$ cat src/rtl/leaky_relu_stage.sv
// Leaky-ReLU activation/gradient stage with a sign-history FIFO; build with LEAKY_RELU_SAT_EN to saturate scaled results instead of wrapping.
// Latency 2 cycles, 1 sample/cycle; no backpressure (no ready), FIFO overflow/underflow are flagged in sticky bits.
module leaky_relu_stage #(
    parameter int WIDTH = 16,
    parameter int FRAC  = 8,
    parameter int DEPTH = 16,
    localparam int CW   = $clog2(DEPTH + 1)
) (
    input  logic             clk,
    input  logic             rst,
    input  logic             lr_valid_in,
    input  logic             lr_backward_in,
    input  logic [WIDTH-1:0] lr_data_in,
    output logic [WIDTH-1:0] lr_data_out,
    output logic             lr_valid_out,
    input  logic             lr_leak_load_in,
    input  logic [WIDTH-1:0] lr_leak_in,
    output logic [WIDTH-1:0] lr_leak_out,
    input  logic             lr_clear_in,
    output logic [CW-1:0]    lr_count_out,
    output logic [1:0]       lr_err_out
);

    localparam int PW = $clog2(DEPTH);

    typedef enum logic [1:0] {
        SEL_IDENT = 2'd0,
        SEL_SCALE = 2'd1,
        SEL_ZERO  = 2'd2
    } sel_e;

    logic [WIDTH-1:0] leak_q;
    logic             s1_vld_q;
    logic [WIDTH-1:0] s1_data_q;
    logic [WIDTH-1:0] s1_leak_q;
    sel_e             s1_sel_q;
    logic             out_vld_q;
    logic [WIDTH-1:0] out_dat_q;
    logic [DEPTH-1:0] sign_q, sign_d;
    logic [PW-1:0]    wr_ptr_q, wr_ptr_d;
    logic [PW-1:0]    rd_ptr_q, rd_ptr_d;
    logic [CW-1:0]    count_q, count_d;
    logic             ovf_q, udf_q;

    logic fwd, bwd, x_pos, empty, full;
    logic ovf_set, udf_set;
    sel_e sel_d;

    // Stage-1 decision: which result path the sample takes, plus FIFO bookkeeping.
    always_comb begin
        fwd      = lr_valid_in & ~lr_backward_in;
        bwd      = lr_valid_in & lr_backward_in;
        x_pos    = ~lr_data_in[WIDTH-1] & (|lr_data_in);
        empty    = (count_q == '0);
        full     = (count_q == CW'(DEPTH));
        sel_d    = SEL_SCALE;
        ovf_set  = 1'b0;
        udf_set  = 1'b0;
        sign_d   = sign_q;
        wr_ptr_d = wr_ptr_q;
        rd_ptr_d = rd_ptr_q;
        count_d  = count_q;

        if (fwd) begin
            sel_d = x_pos ? SEL_IDENT : SEL_SCALE;
        end else if (bwd && !lr_clear_in) begin
            if (empty) begin
                sel_d = SEL_ZERO;
            end else begin
                sel_d = sign_q[rd_ptr_q] ? SEL_IDENT : SEL_SCALE;
            end
        end

        if (lr_clear_in) begin
            wr_ptr_d = '0;
            rd_ptr_d = '0;
            count_d  = '0;
        end else if (fwd) begin
            if (full) begin
                ovf_set = 1'b1;
            end else begin
                sign_d[wr_ptr_q] = x_pos;
                wr_ptr_d         = wr_ptr_q + PW'(1);
                count_d          = count_q + CW'(1);
            end
        end else if (bwd) begin
            if (empty) begin
                udf_set = 1'b1;
            end else begin
                rd_ptr_d = rd_ptr_q + PW'(1);
                count_d  = count_q - CW'(1);
            end
        end
    end

    logic signed [2*WIDTH-1:0] prod, shifted;
    logic [WIDTH-1:0]          scaled, res_d;

    always_comb begin
        prod    = $signed({{WIDTH{s1_data_q[WIDTH-1]}}, s1_data_q})
                * $signed({{WIDTH{s1_leak_q[WIDTH-1]}}, s1_leak_q});
        shifted = prod >>> FRAC;
`ifdef LEAKY_RELU_SAT_EN
        // Result fits iff every bit above the target sign bit matches it.
        if ((&shifted[2*WIDTH-1:WIDTH-1]) || !(|shifted[2*WIDTH-1:WIDTH-1])) begin
            scaled = shifted[WIDTH-1:0];
        end else if (shifted[2*WIDTH-1]) begin
            scaled = {1'b1, {(WIDTH-1){1'b0}}};
        end else begin
            scaled = {1'b0, {(WIDTH-1){1'b1}}};
        end
`else
        scaled = shifted[WIDTH-1:0];
`endif
        case (s1_sel_q)
            SEL_IDENT: res_d = s1_data_q;
            SEL_SCALE: res_d = scaled;
            default:   res_d = '0;
        endcase
    end

    always_ff @(posedge clk) begin
        if (rst) begin
            leak_q    <= '0;
            s1_vld_q  <= 1'b0;
            s1_data_q <= '0;
            s1_leak_q <= '0;
            s1_sel_q  <= SEL_IDENT;
            out_vld_q <= 1'b0;
            out_dat_q <= '0;
            sign_q    <= '0;
            wr_ptr_q  <= '0;
            rd_ptr_q  <= '0;
            count_q   <= '0;
            ovf_q     <= 1'b0;
            udf_q     <= 1'b0;
        end else begin
            if (lr_leak_load_in) begin
                leak_q <= lr_leak_in;
            end
            s1_vld_q <= lr_valid_in;
            if (lr_valid_in) begin
                s1_data_q <= lr_data_in;
                s1_leak_q <= leak_q;
                s1_sel_q  <= sel_d;
            end
            out_vld_q <= s1_vld_q;
            if (s1_vld_q) begin
                out_dat_q <= res_d;
            end
            sign_q   <= sign_d;
            wr_ptr_q <= wr_ptr_d;
            rd_ptr_q <= rd_ptr_d;
            count_q  <= count_d;
            ovf_q    <= ovf_q | ovf_set;
            udf_q    <= udf_q | udf_set;
        end
    end

    assign lr_data_out  = out_dat_q;
    assign lr_valid_out = out_vld_q;
    assign lr_leak_out  = leak_q;
    assign lr_count_out = count_q;
    assign lr_err_out   = {udf_q, ovf_q};

endmodule

$ cat config.mk
export PLATFORM = sky130hd
export DESIGN_NAME = leaky_relu_stage
export DESIGN_NICKNAME = d
export VERILOG_FILES = /design/src/rtl/leaky_relu_stage.sv
export SDC_FILE = /design/constraint.sdc
export NUM_CORES = 1
export LEC_CHECK = 0
export CAP_MARGIN = 40
export CORE_ASPECT_RATIO = 0.7
export CORE_MARGIN = 3
export CORE_UTILIZATION = 42
export DETAILED_ROUTE_END_ITERATION = 6
export GPL_TIMING_DRIVEN = 0
export PLACE_DENSITY_LB_ADDON = 0.1
export SLEW_MARGIN = 25
export SYNTH_ARGS = -nofsm -noshare
export SYNTH_HDL_FRONTEND = slang
export SYNTH_SLANG_ARGS = --single-unit
$ cat constraint.sdc
create_clock -name clk -period 7.12 [get_ports clk]
set_input_delay 1.424 -clock clk [delete_from_list [all_inputs] [get_ports clk]]
set_output_delay 1.424 -clock clk [all_outputs]
set_load 0.01 [all_outputs]
==> flow_metrics.py, run 1 <==
metrics = {
    "critical_path": {
        "setup.worst_path.start": "s1_data_q[7]",
        "cp_max_fo": 10,
        "crit_path_end": "lr_data_out[15]",
        "cp.required_ns": 7.36,
        "cpPeakStageDelay_ns": 0.55,
        "slowest_stage": "fa_1",
        "worstPathArrival_ns": 7.10,
        "path_cells": "clkbuf_1 -> clkbuf_2 -> nand2_1 -> fa_1 -> inv_1 -> fa_1 -> inv_1 -> fa_1 -> inv_1 -> fa_1 -> fa_1 -> inv_1 -> fa_1 -> inv_1 -> ha_1 -> nand2_1 -> a21oi_1 -> o21ai_0 -> and3_1 -> o31ai_1 -> a31oi_2 -> xnor2_1 -> o22ai_1",
        "worstReg2RegEnd": "lr_data_out[15]",
        "worstSetupPathType": "flip-flop to flip-flop",
        "cp-start-kind": "flip-flop",
        "cpMostUsedCell": "fa_1",
        "critical_path_depth": 23,
        "cp_num_buf_inv": 7,
        "r2r_setup_slack_ns": 0.26,
        "critical_path.top_delay_family": "adder cells",
        "reg2reg_from": "s1_data_q[7]",
        "end_kind": "flip-flop",
        "r2r_cells": 23,
    },
    "placement": {
        "post-place-cells": 1738,
        "io_buffers": 76,
        "dp_hpwl_um": 26700,
        "post-place-ws_ns": 0.0904,
        "gp_congestion": 0.851,
    },
    "pwr": {
        "p_leak_nw": 6.19,
        "vdd_drop_max_uv": 159,
        "powerDensity_nw_per_um2": 112,
        "power.total_w": 0.00148,
    },
    "global_route": {
        "grt_usage_pct": 22.9,
        "grt_max_degree": 19,
        "first_global_vias": 8991,
        "grt_overflow": 0,
        "antenna_found_initial": 0,
        "grt_pass1_wl_um": 52100,
    },
    "sta": {
        "finalSetupTns_ns": 0,
        "period_share_pct": 96.4,
        "period_needed_ns": 6.86,
        "fin_worst_skew_ns": 0.0175,
        "relSlewSlack_pct": 47.2,
        "hold_viol_final": 0,
        "setup_ws_ns": 0.256,
        "slew_violations": 0,
        "fmax_ghz": 0.146,
        "finalSetupViolCount": 0,
        "tightest_slew_ns": 0.792,
        "rsz0062_at_grt": "false",
    },
    "drt": {
        "ant_nets": 0,
        "post_drt_wl_per_cell_um": 18.4,
        "vias": 8604,
        "firstDrtPassIters": 5,
        "finalWirelength_um": 32300,
        "dr.first_iter.drc_count": 551,
        "via_per_inst": 4.91,
        "drcViolationCount": 0,
    },
    "clock_tree": {
        "cts_buffers": 9,
        "post_cts_buffers": 0,
        "post_cts_resized": 0,
        "clk-insertion-delay-late_ns": 0.37,
        "clkTransAtPathRegs_ns": 0.08,
        "root_buffer": "clkbuf_16",
        "cts_tree": "yes",
        "h-tree-depth": 3,
        "clock-sinks": 99,
        "cts_hold_buffers": 0,
        "cts_max_path_buffers": 2,
    },
    "synth": {
        "yosys_warnings": 0,
        "syn-cell-area_um2": 11600,
        "synth_top_cell_by_area": "fa_1",
        "ys_types": 51,
        "synth_top_cell_area_share_pct": 32.2,
        "synthArstFlopShare_pct": 0,
        "syn_inst": 1298,
        "synthFlopType": "dfxtp_1",
        "avgSynthCellArea_um2": 8.96,
        "synth_edf_count": 0,
        "ys_seq_elements": 99,
        "synth_area_leaders": "fa_1, dfxtp_1, ha_1",
        "syn_nets": 1601,
        "synth_seq_area_share_pct": 17.0,
    },
    "flow_run": {
        "maxCapViolations": 0,
    },
    "floorplan": {
        "io_pins": 78,
        "die_w_um": 205,
        "die_y_um": 145,
        "dieArea_um2": 29800,
        "start_util_pct": 43.1,
        "core_um2": 27000,
        "rows": 50,
    },
    "cells_and_area": {
        "utilization_pct": 48.8,
        "nets": 1687,
        "area_growth_pct": 13.2,
        "drive_above_1_share_pct": 3.31,
        "final_cell_mix": "inv_1, fa_1, nand2_1",
        "fillers": 2677,
        "final_common_cell": "inv_1",
        "fin_cells": 1754,
    },
    "run_status": {
        "outcome": "finished, final reports clean",
    },
    "hold_path": {
        "hold_path_depth": 2,
        "hp-class": "flip-flop to flip-flop",
    },
}
==> worst min-delay path, delay by kind of cell, from the launching register on <==
family | cells | cell delay (ns)
AO/OA/AOI/OAI | 1 | 0.05
flip-flops | 1 | 0.31
AND/OR/NAND/NOR | 1 | 0.05
==> cell usage after synthesis, types with 2 or more instances <==
cell / number
a21o_1: 8
a21oi_1: 40
a311oi_1: 2
a31oi_1: 3
and2_1: 116
and3_1: 2
buf_1: 2
buf_2: 3
buf_4: 4
clkbuf_1: 56
dfxtp_1: 99
fa_1: 187
ha_1: 78
inv_1: 247
mux2_2: 5
mux2i_1: 63
mux4_1: 3
mux4_2: 2
nand2_1: 144
nand2b_1: 8
nand3_1: 21
nand4_1: 5
nor2_1: 98
nor2b_1: 14
nor4_1: 3
o211ai_1: 3
o21ai_0: 3
o21ai_1: 7
o22ai_1: 2
o31ai_1: 2
or2_2: 3
xnor2_1: 29
xor2_1: 18
==> routing by layer <==
metal  track usage [%]  up-vias  routed length, um
met3              5.36       25               2250
met1              36.9     4272              16800
li1                  -     4100                  -
met4              3.99        0                327
met2              31.1      207              13000
met5                 0        -                  0
==> registers in the layout, indices dropped and copies added, names as in the netlist, 2 cells and up <==
signal and flops:
lr_data_out 16, lr_leak_out 16, s1_data_q 16, s1_leak_q 16, sign_q 16, lr_count_out 5
rd_ptr_q 4, wr_ptr_q 4, s1_sel_q 2
==> how the worst min path moves through the flow <==
stage,from,to,slack (ns)
6_report,sign_q[8],sign_q[8],0.45
2_1_floorplan,udf_q,udf_q,0.43
4_1_cts,sign_q[10],sign_q[10],0.46
5_1_grt,sign_q[10],sign_q[10],0.47
3_5_place_dp,udf_q,udf_q,0.44
3_3_place_gp,sign_q[3],sign_q[3],0.44
==> where the power goes <==
part	internal, W	switching (W)
combinational	0.000149	0.000206
sequential	0.000574	0.0000341
clock	0.000280	0.000238
total	0.00100	0.000479
==> stage by stage <==
| stage | hold slack (ns) | instance area, um2 |
|---|---|---|
| 2_1_floorplan | 0.426 | 11600 |
| 3_3_place_gp | 0.438 | 12900 |
| 3_5_place_dp | 0.443 | 12900 |
| 4_1_cts | 0.457 | 13200 |
| 5_1_grt | 0.473 | 13200 |
| 6_report | 0.453 | 13200 |
==> cells by family (layout without fill, tap and decap cells) <==
group                    Yosys count  count (layout)  synth area share, %
AND/OR/NAND/NOR                  423             423                 17.4
buffers and inverters            314             405                 10.4
adder cells (fa/ha/maj)          265             265                 40.6
flip-flops                        99              99                 17.0
AO/OA/AOI/OAI                     77              77                 4.10
multiplexers                      73              73                 6.97
XOR/XNOR                          47              47                 3.54
other                              0               1                    0
==> final cells by class <==
| type | count | area [um2] | share of cell area, % |
|---|---|---|---|
| Timing Repair Buffer | 77 | 772 | 5.86 |
| Buffer | 65 | 275 | 2.09 |
| Multi-Input combinational cell | 885 | 8450 | 64.1 |
| Antenna cell | 1 | 2.50 | 0.0190 |
| Inverter | 247 | 927 | 7.04 |
| Clock buffer | 9 | 225 | 1.71 |
| Tap cell | 364 | 455 | 3.46 |
| Sequential cell | 99 | 1980 | 15.0 |
| Clock inverter | 7 | 87.6 | 0.665 |
(Power assumes the default switching activity.)
==> inputs of run 2 (changes only) <==
TNS_END_PERCENT = 30   (was default)
==> results of run 2 <==
No change in the layout: final DEF, timing and power equal those of run 1.
